### config.mk
export PLATFORM = sky130hd
export DESIGN_NAME = freq_meter_flat
export DESIGN_NICKNAME = d
export VERILOG_FILES = /design/src/rtl/freq_meter_pkg.sv /design/src/rtl/freq_meter_if.sv /design/src/rtl/freq_meter_sync_edge_det.sv /design/src/rtl/freq_meter.sv /design/src/flat_wrapper.sv
export SDC_FILE = /design/constraint.sdc
export NUM_CORES = 1
export LEC_CHECK = 0
export ABC_AREA = 1
export CAP_MARGIN = 40
export CORE_ASPECT_RATIO = 0.6
export CORE_MARGIN = 2
export CORE_UTILIZATION = 51
export CTS_BUF_LIST = sky130_fd_sc_hd__clkbuf_8
export CTS_CLUSTER_SIZE = 40
export DETAILED_ROUTE_END_ITERATION = 12
export MAX_ROUTING_LAYER = met4
export PLACE_DENSITY = 0.78
export SYNTH_ARGS = -nofsm -noshare
export SYNTH_HDL_FRONTEND = slang
export SYNTH_HIERARCHICAL = 1
export SYNTH_SLANG_ARGS = --single-unit
export TNS_END_PERCENT = 1
### constraint.sdc
create_clock -name clk -period 1.7 [get_ports clk]
set_input_delay 0.255 -clock clk [delete_from_list [all_inputs] [get_ports clk]]
set_output_delay 0.255 -clock clk [all_outputs]
set_load 0.05 [all_outputs]
### src/rtl/freq_meter_pkg.sv
// Shared definitions for the divided-clock frequency meter.
// Contents:
//   state_t    - measurement FSM encoding (IDLE / ARMED / MEASURE)
//   DEF_CNT_W  - default width of the period / high-time counters
package freq_meter_pkg;

    typedef enum logic [1:0] {
        ST_IDLE    = 2'd0,
        ST_ARMED   = 2'd1,
        ST_MEASURE = 2'd2
    } state_t;

    localparam int DEF_CNT_W = 32;

endpackage

### src/rtl/freq_meter_if.sv
// Signal bundle between the frequency meter and its user.
// master modport: the user side (drives cp_in/en, observes results).
// slave modport : the meter itself.
// Signals:
//   cp_in        divided clock under measurement (asynchronous to clk)
//   en           measurement enable, 0 = synchronous clear to IDLE
//   rise/fall    1-cycle pulses per synchronised CP edge
//   period       clk cycles between the last two rises
//   high_time    clk cycles from the last rise to the following fall
//   period_valid 1-cycle pulse when period is updated
//   locked       two consecutive equal periods measured
//   timeout_flag sticky, no rise for TIMEOUT cycles
//   cp_sync      synchronised copy of cp_in (debug)
//   state        current FSM state (debug)
// Pulse semantics: rise, fall and period_valid are single-cycle strobes
// with no back-pressure; period/locked/period_valid change on the same edge
// and period is stable whenever period_valid is high.
interface freq_meter_if
    import freq_meter_pkg::*;
#(
    parameter int CNT_W = DEF_CNT_W
);
    logic             cp_in;
    logic             en;
    logic             rise;
    logic             fall;
    logic [CNT_W-1:0] period;
    logic [CNT_W-1:0] high_time;
    logic             period_valid;
    logic             locked;
    logic             timeout_flag;
    logic             cp_sync;
    state_t           state;

    modport master (
        output cp_in, en,
        input  rise, fall, period, high_time, period_valid, locked,
               timeout_flag, cp_sync, state
    );

    modport slave (
        input  cp_in, en,
        output rise, fall, period, high_time, period_valid, locked,
               timeout_flag, cp_sync, state
    );
endinterface

### src/rtl/freq_meter_sync_edge_det.sv
// Synchroniser chain plus registered edge detector for an asynchronous
// slow clock.
// Ports:
//   clk, rst_n  system clock, asynchronous active-low reset
//   d           asynchronous input
//   q           synchronised level (last stage of the chain)
//   rise, fall  registered 1-cycle pulses; latency SYNC_STAGES+1 edges
module sync_edge_det #(
    parameter int SYNC_STAGES = 2
) (
    input  logic clk,
    input  logic rst_n,
    input  logic d,
    output logic q,
    output logic rise,
    output logic fall
);
    // Edges are suppressed until the chain and its delayed copy both hold
    // real samples, so a high input at reset release never looks like a rise.
    localparam int FILL_MAX = SYNC_STAGES + 1;
    localparam int FILL_W   = $clog2(FILL_MAX + 1);

    logic [SYNC_STAGES-1:0] chain;
    logic                   q_d;
    logic [FILL_W-1:0]      fill;
    logic                   primed;

    assign q      = chain[SYNC_STAGES-1];
    assign primed = (fill == FILL_W'(FILL_MAX));

    always_ff @(posedge clk or negedge rst_n) begin
        if (!rst_n) begin
            chain <= '0;
            q_d   <= 1'b0;
            fill  <= '0;
            rise  <= 1'b0;
            fall  <= 1'b0;
        end else begin
            chain <= {chain[SYNC_STAGES-2:0], d};
            q_d   <= q;
            if (!primed) begin
                fill <= fill + FILL_W'(1);
            end
            rise <= primed & q & ~q_d;
            fall <= primed & ~q & q_d;
        end
    end
endmodule

### src/rtl/freq_meter.sv
// Frequency meter for a slow divided clock sampled in the clk domain.
// Measures period and high time in clk cycles, flags lock (two equal
// consecutive periods) and timeout (no rise for TIMEOUT cycles).
// Ports:
//   clk, rst_n  system clock, asynchronous active-low reset
//   bus         freq_meter_if slave modport (see interface header)
module freq_meter
    import freq_meter_pkg::*;
#(
    parameter int CNT_W       = DEF_CNT_W,
    parameter int TIMEOUT     = 1000000,
    parameter int SYNC_STAGES = 2
) (
    input logic         clk,
    input logic         rst_n,
    freq_meter_if.slave bus
);
    localparam logic [CNT_W-1:0] TIMEOUT_C = CNT_W'(TIMEOUT);

    state_t           state_q;
    state_t           state_d;
    logic             rise;
    logic             fall;
    logic             cp_sync;
    logic             timeout_hit;
    logic [CNT_W-1:0] cnt;
    logic [CNT_W-1:0] prev_period;
    logic             prev_valid;
    logic [CNT_W-1:0] period_q;
    logic [CNT_W-1:0] high_time_q;
    logic             period_valid_q;
    logic             locked_q;
    logic             timeout_flag_q;

    sync_edge_det #(
        .SYNC_STAGES (SYNC_STAGES)
    ) u_sync (
        .clk   (clk),
        .rst_n (rst_n),
        .d     (bus.cp_in),
        .q     (cp_sync),
        .rise  (rise),
        .fall  (fall)
    );

    always_ff @(posedge clk or negedge rst_n) begin
        if (!rst_n) begin
            state_q <= ST_IDLE;
        end else begin
            state_q <= state_d;
        end
    end

    // A rise in the same cycle as the counter reaching TIMEOUT wins.
    always_comb begin
        state_d     = state_q;
        timeout_hit = 1'b0;
        if (!bus.en) begin
            state_d = ST_IDLE;
        end else begin
            case (state_q)
                ST_IDLE:  state_d = ST_ARMED;
                ST_ARMED: if (rise) state_d = ST_MEASURE;
                ST_MEASURE: begin
                    if (!rise && cnt == TIMEOUT_C) begin
                        timeout_hit = 1'b1;
                        state_d     = ST_ARMED;
                    end
                end
                default:  state_d = ST_IDLE;
            endcase
        end
    end

    always_ff @(posedge clk or negedge rst_n) begin
        if (!rst_n) begin
            cnt            <= '0;
            prev_period    <= '0;
            prev_valid     <= 1'b0;
            period_q       <= '0;
            high_time_q    <= '0;
            period_valid_q <= 1'b0;
            locked_q       <= 1'b0;
            timeout_flag_q <= 1'b0;
        end else begin
            period_valid_q <= 1'b0;
            if (!bus.en) begin
                // period/high_time deliberately hold their last values
                cnt            <= '0;
                prev_valid     <= 1'b0;
                locked_q       <= 1'b0;
                timeout_flag_q <= 1'b0;
            end else if (state_q == ST_ARMED) begin
                // first rise only starts the count; no period is published
                if (rise) begin
                    cnt            <= CNT_W'(1);
                    timeout_flag_q <= 1'b0;
                end
            end else if (state_q == ST_MEASURE) begin
                if (rise) begin
                    period_q       <= cnt;
                    period_valid_q <= 1'b1;
                    prev_period    <= cnt;
                    prev_valid     <= 1'b1;
                    locked_q       <= prev_valid && (cnt == prev_period);
                    cnt            <= CNT_W'(1);
                    timeout_flag_q <= 1'b0;
                end else if (timeout_hit) begin
                    timeout_flag_q <= 1'b1;
                    locked_q       <= 1'b0;
                    prev_valid     <= 1'b0;
                    cnt            <= '0;
                end else begin
                    cnt <= cnt + CNT_W'(1);
                end
                if (fall) begin
                    high_time_q <= cnt;
                end
            end
        end
    end

    assign bus.rise         = rise;
    assign bus.fall         = fall;
    assign bus.cp_sync      = cp_sync;
    assign bus.period       = period_q;
    assign bus.high_time    = high_time_q;
    assign bus.period_valid = period_valid_q;
    assign bus.locked       = locked_q;
    assign bus.timeout_flag = timeout_flag_q;
    assign bus.state        = state_q;
endmodule

### src/flat_wrapper.sv
// flat-port wrapper written by rule: the top's interface ports become plain ports
module freq_meter_flat import freq_meter_pkg::*;
#(
    parameter int CNT_W       = DEF_CNT_W,
    parameter int TIMEOUT     = 1000000,
    parameter int SYNC_STAGES = 2
)
  (clk, rst_n, bus_cp_in, bus_en, bus_rise, bus_fall, bus_period, bus_high_time, bus_period_valid, bus_locked, bus_timeout_flag, bus_cp_sync, bus_state);
  freq_meter_if #(.CNT_W(CNT_W)) bus_i ();
  input logic clk;
  input logic rst_n;
  input wire logic [$bits(bus_i.cp_in)-1:0] bus_cp_in;
  input wire logic [$bits(bus_i.en)-1:0] bus_en;
  output wire logic [$bits(bus_i.rise)-1:0] bus_rise;
  output wire logic [$bits(bus_i.fall)-1:0] bus_fall;
  output wire logic [$bits(bus_i.period)-1:0] bus_period;
  output wire logic [$bits(bus_i.high_time)-1:0] bus_high_time;
  output wire logic [$bits(bus_i.period_valid)-1:0] bus_period_valid;
  output wire logic [$bits(bus_i.locked)-1:0] bus_locked;
  output wire logic [$bits(bus_i.timeout_flag)-1:0] bus_timeout_flag;
  output wire logic [$bits(bus_i.cp_sync)-1:0] bus_cp_sync;
  output wire logic [$bits(bus_i.state)-1:0] bus_state;
  assign bus_i.cp_in = bus_cp_in;
  assign bus_i.en = bus_en;
  assign bus_rise = bus_i.rise;
  assign bus_fall = bus_i.fall;
  assign bus_period = bus_i.period;
  assign bus_high_time = bus_i.high_time;
  assign bus_period_valid = bus_i.period_valid;
  assign bus_locked = bus_i.locked;
  assign bus_timeout_flag = bus_i.timeout_flag;
  assign bus_cp_sync = bus_i.cp_sync;
  assign bus_state = bus_i.state;
  freq_meter #(.CNT_W(CNT_W), .TIMEOUT(TIMEOUT), .SYNC_STAGES(SYNC_STAGES)) u_core (.clk(clk), .rst_n(rst_n), .bus(bus_i));
endmodule
== Yosys cells after proc, flatten, opt, wreduce, memory -nomap -nowiden ==
Cells that the tools add are included.

* Bits in registers: 109
* Bits of input ports: 4
* Memories kept: 0
* Bits in latches: 0
* Memory bits (read-only): 0
* Word-level logic and storage cells: 76
* Bits in writable memories: 0

* Order comparisons: 0
* Multiply operators: 0
* Multiplexer cells: 32
* Divide/modulo/power cells: 0
* Equal/unequal tests: 12
* Bitwise gates (word level): 7
* Reductions and logical operators: 10
* Add/subtract/negate cells: 2
* Shift-type cells: 0

{| class="wikitable"
|+ Operators with widths
! kind !! count
|-
| 32-bit two-way mux || 6
|-
| 32-bit by 1-bit adder with 32-bit output, second input constant || 1
|-
| 32-bit by 20-bit == test with 1-bit output, second input constant || 1
|-
| 32-bit == test || 1
|-
| 1-bit two-way mux || 22
|-
| 4-bit AND reduction || 2
|-
| 2-bit two-way mux || 3
|-
| 3-bit by 1-bit inequality test with 1-bit output, second input constant || 2
|-
| 2-bit case mux with 3 select lines || 1
|-
| 3-bit AND reduction || 2
|-
| 1-bit bitwise AND || 4
|-
| 2-bit == test, second input constant || 2
|-
| 4-bit by 3-bit inequality test with 1-bit output, second input constant || 1
|-
| 2-bit AND reduction || 2
|-
| 3-bit by 2-bit inequality test with 1-bit output, second input constant || 1
|-
| 3-bit inequality test, second input constant || 1
|-
| 1-bit inverter || 3
|-
| 2-bit by 1-bit adder with 2-bit output, second input constant || 1
|-
| 2-bit by 1-bit == test with 1-bit output, second input constant || 1
|-
| 1-bit logical AND || 2
|-
| 2-bit logical NOT || 1
|-
| 2-bit by 1-bit inequality test with 1-bit output, second input constant || 1
|-
| 2-bit inequality test, second input constant || 1
|-
| 1-bit logical NOT || 1
|}

== Depth between registers and ports, before layout ==
* Depth after elaboration: 10
* Depth in mapped cells: 12

== Modules after synthesis ==
The synthesis kept the hierarchy.

{| class="wikitable"
|+ By module, submodules not included
! module !! cells each !! seq. area each (µm²) !! instances !! area each (µm²)
|-
| freq_meter || 669 || 2552.4 || 1 || 5270.1
|-
| sync_edge_det || 20 || 175.2 || 1 || 232.7
|}

== Least setup slack after synthesis ==
Ideal clock, no wire load.

* Path kind: register to register
* Start point: register u_core.state_q[1], in the netlist u_core/bus.state[1]
* End point: register u_core.cnt[10]
* Path buffers: 1
* Slack: -0.076 ns
* Data arrival time: 1.652 ns
* Stages on the path, launching flop included: 9
* Period minus slack after synthesis: 1.776 ns
* Setup time: 0.124 ns
* Required time: 1.576 ns
* Cells stage by stage: dfrtp_1 > nand2_1 > nand2_1 > inv_2 > nand2_4 > buf_2 > nand3_1 > xor2_1 > nor2_4

* Word-level cells in the longest chain between the ends: 8
* Elaborated cells on any way between the ends: 12
* Classes of those cells: eq/ne (4); mux (7); reduce/logical (1)

{| class="wikitable"
|+ RTL lines
! what !! RTL line !! source
|-
| from (decl) || freq_meter.sv:20 || <nowiki>state_t state_q;</nowiki>
|-
| from (signal assigned) || freq_meter.sv:50 || <nowiki>state_q <= state_d;</nowiki>
|-
| 2-bit == test || freq_meter.sv:61, freq_meter.sv:99 ||
|-
| 1-bit two-way mux || freq_meter.sv:61 || <nowiki>case (state_q)</nowiki>
|-
| 1-bit two-way mux || freq_meter.sv:58 || <nowiki>if (!bus.en) begin</nowiki>
|-
| 32-bit two-way mux || freq_meter.sv:108 || <nowiki>end else if (timeout_hit) begin</nowiki>
|-
| 32-bit two-way mux || freq_meter.sv:100 || <nowiki>if (rise) begin</nowiki>
|-
| 32-bit two-way mux || freq_meter.sv:99 || <nowiki>end else if (state_q == ST_MEASURE) begin</nowiki>
|-
| 32-bit two-way mux || freq_meter.sv:93 || <nowiki>end else if (state_q == ST_ARMED) begin</nowiki>
|-
| 32-bit two-way mux || freq_meter.sv:87 || <nowiki>if (!bus.en) begin</nowiki>
|-
| to (signal assigned) || freq_meter.sv:114 || <nowiki>cnt <= cnt + CNT_W'(1);</nowiki>
|-
| to (decl) || freq_meter.sv:26 || <nowiki>logic [CNT_W-1:0] cnt;</nowiki>
|}

Parallel ways exist; a longest one is shown, timed or not. The select of a mux whose other input is x is not followed.
A chain may end at the register's enable or synchronous reset.

== Final worst setup path ==
* Start point: register u_core.state_q[1], in the netlist u_core/bus.state[1]
* End point: register u_core.cnt[4]

Same word-level chain as after synthesis.

==> results.toml <==
[run_status]
status = "finished with violations"
violations = "negative setup slack"

[global_route]
gr-usage-all-layers_pct = 27.5
grt_antenna_before_repair = 0
grt_max_degree = 110
grt_pass1_wl_um = 24500
grt_pass1_vias = 4738
grt_remaining_overflow = 0

[placed_design]
dpl.cell_count = 964
io_buffers = 75
gp_congestion = 0.914
dp_hpwl_um = 11300

[drt]
route.detailed.drc = 0
ant_nets = 0
drt_wl_total_um = 15300
drt-initial-drc-count = 318
wire_per_inst_um = 15.5
viasPerCell = 5.08
drt_first_pass_iters = 7
num_vias = 5015

[floorplanning]
die_x_um = 138
start_util_pct = 52.3
coreArea_um2 = 10500
fp.dieArea_um2 = 11700
rows = 29
dieHeight_um = 84.5
ioPinCount = 76

[final_layout]
n_antenna_cell = 0
mostFrequentLayoutCells = "nand2_1 (198), buf_4 (150), dfrtp_1 (103)"
seqCellArea_um2 = 2740
finish.utilization_pct = 69.4
nets = 850
layout.cells.non_filler = 987
multi_input_area_um2 = 2560
fillers = 878
final_common_cell = "nand2_1"
drive_gt1_share_pct = 31.0
area_delta_synth_final_pct = 32.7

[clock_tree]
root_buffer = "clkbuf_8"
clk_pin_slew_worst_paths_ns = 0.11
cts_tree = "built"
htreeDepth = 3
clk_latency_ns = 0.39
cts.sinks = 109
cts.path.max_buffers = 2
cts_buffers = 9

[pwr]
power_density_nw_per_um2 = 942
vdd_drop_max_mv = 0.966
power.leakage_uw = 0.00350

[worst_hold_path]
hold_path_depth = 1
hold_start = "bus_cp_in"
holdPathEnd = "u_core/u_sync/chain[0]$_DFF_PN0_"
min_path_type = "in -> reg"

[timing]
min_period_ns = 1.74
final-setup-viol-count = 5
rsz0062_at_grt = "true"
slew_viol_final = 0
hold_violations = 0
timing.max_slew.rel_slack_pct = 61.4
fmax_ghz = 0.576
fin_skew_ns = 0.0132
worstMarginPinSlew_ns = 0.579
fin_crit_sh_pct = 102
setup_slack_ns = -0.0375

[synthesis]
synth_edf_count = 0
synth_top_area_share_pct = 49.6
ys_top_cells_by_area = "dfrtp_1 (50%), nand2_1 (14%), o21ai_0 (6.1%)"
async_flop_share_pct = 100
syn_area_um2 = 5500
netlist.top_cell.by_area = "dfrtp_1"
synth_fp_nets = 696
netlist_instances = 689
yosys_warnings = 6
synthDistinctLibCells = 28
ys_seq_area_share_pct = 49.6
syn_area_per_cell_um2 = 7.99
ys_seq_elements = 109
synth-main-ff-cell = "dfrtp_1"

[setup_path]
rr_worst_depth = 8
cp-start-kind = "register"
cp_data_required_time_ns = 2.02
end_kind = "register"
worst-path-max-fanout = 6
ff2ff_setup_slack_ns = -0.04
arrival_ns = 2.06
reg2reg_to = "u_core/cnt[4]$_DFFE_PN0P_"
timing_worst_setup_path_type = "reg -> reg"
r2r-start = "u_core/bus.state[1]$_DFFE_PN0P_"

[job]
maxCapViolCount = 0
==> final cells by class <==
class                   instances  area share [%]
clock buffers                  10            1.89
clock inverters                 6           0.720
inverters                      78            4.11
multi-input cells             482            35.0
flip-flops and latches        109            37.5
well taps                     139            2.38
repair buffers                163            18.4
==> flip-flops by register name (all words and copies together), names as in the netlist <==
register	cells
u_core/u_sync/fall	1
u_core/bus.period	32
u_core/u_sync/fill	2
u_core/bus.high_time	32
u_core/u_sync/rise	1
u_core/bus.state	2
u_core/bus.locked	1
u_core/bus.period_valid	1
u_core/prev_valid	1
u_core/u_sync/q_d	1
u_core/cnt	32
u_core/u_sync/chain	2
u_core/bus.timeout_flag	1
==> how the worst max path moves through the flow <==
stage | end | slack, ns | start
after floorplan | u_core/cnt[7]$_DFFE_PN0P_ | 0.08 | u_core/cnt[0]$_DFFE_PN0P_
after global placement | u_core/bus.locked$_DFFE_PN0P_ | -0.25 | bus_en
after detailed placement | u_core/bus.locked$_DFFE_PN0P_ | -0.24 | bus_en
after CTS | u_core/cnt[4]$_DFFE_PN0P_ | -0.03 | u_core/cnt[1]$_DFFE_PN0P_
after global routing | u_core/cnt[17]$_DFFE_PN0P_ | -0.11 | u_core/cnt[1]$_DFFE_PN0P_
final | u_core/cnt[4]$_DFFE_PN0P_ | -0.04 | u_core/bus.state[1]$_DFFE_PN0P_
==> Yosys cell counts (9+ instances only) <==
master / n
o21ai_0: 67
nor2_4: 12
nand4_1: 11
xor2_1: 21
nor3_1: 22
xnor2_1: 15
nand2_1: 205
inv_1: 64
nand3_1: 31
inv_2: 13
nor2_1: 68
clkbuf_1: 9
dfrtp_1: 109
==> report_power, final <==
group | total [µW] | switching [µW] | internal (µW)
sequential | 3020 | 200 | 2820
clock | 1570 | 965 | 603
combinational | 2290 | 1540 | 749
==> logic make-up after synthesis <==
group | after synthesis | share of synthesized area, %
AOI/OAI and AO/OA | 76 | 6.96
xor gates and xnor gates | 36 | 5.73
adders and majority gates | 3 | 0.682
buffers and inverters | 98 | 7.41
DFF | 109 | 49.6
and+or+nand+nor | 367 | 29.7
==> critical path, cell delays in order, from the launching register on <==
cell	delay, ns
dfrtp_2	0.44
nor2_2	0.15
nand2_1	0.11
nand2_4	0.13
inv_2	0.12
buf_4	0.17
nor3_1	0.24
o21ai_0	0.16
nor2_2	0.15
==> metrics by stage <==
step	area, µm²	setup slack (ns)	total power [µW]	TNS, ns	hold slack [ns]
2_1_floorplan	5510	0.0843	4430	0	-0.0406
3_3_place_gp	6840	-0.246	5190	-1.18	0.336
3_5_place_dp	6840	-0.244	5240	-2.95	0.340
4_1_cts	7070	-0.0315	6820	-0.0644	0.294
5_1_grt	7300	-0.109	7210	-1.93	0.296
6_report	7300	-0.0375	6880	-0.0647	0.310
==> routing by layer <==
layer / track usage (%) / share of wire [%]
met1: 40.2 / 50
met2: 40.6 / 45
met3: 4.79 / 4.2
met4: 5.38 / 0.66
met5: - / 0
==> timing repair <==
action,4_1_cts,5_1_grt
hold endpoints to repair,109,0
setup endpoints to repair,30,42
pin swaps,1,15
gates resized for setup,9,46
hold buffers,1,0
buffers inserted,0,5
cloned,0,1
Note: power is estimated with default switching activity, not from simulation.
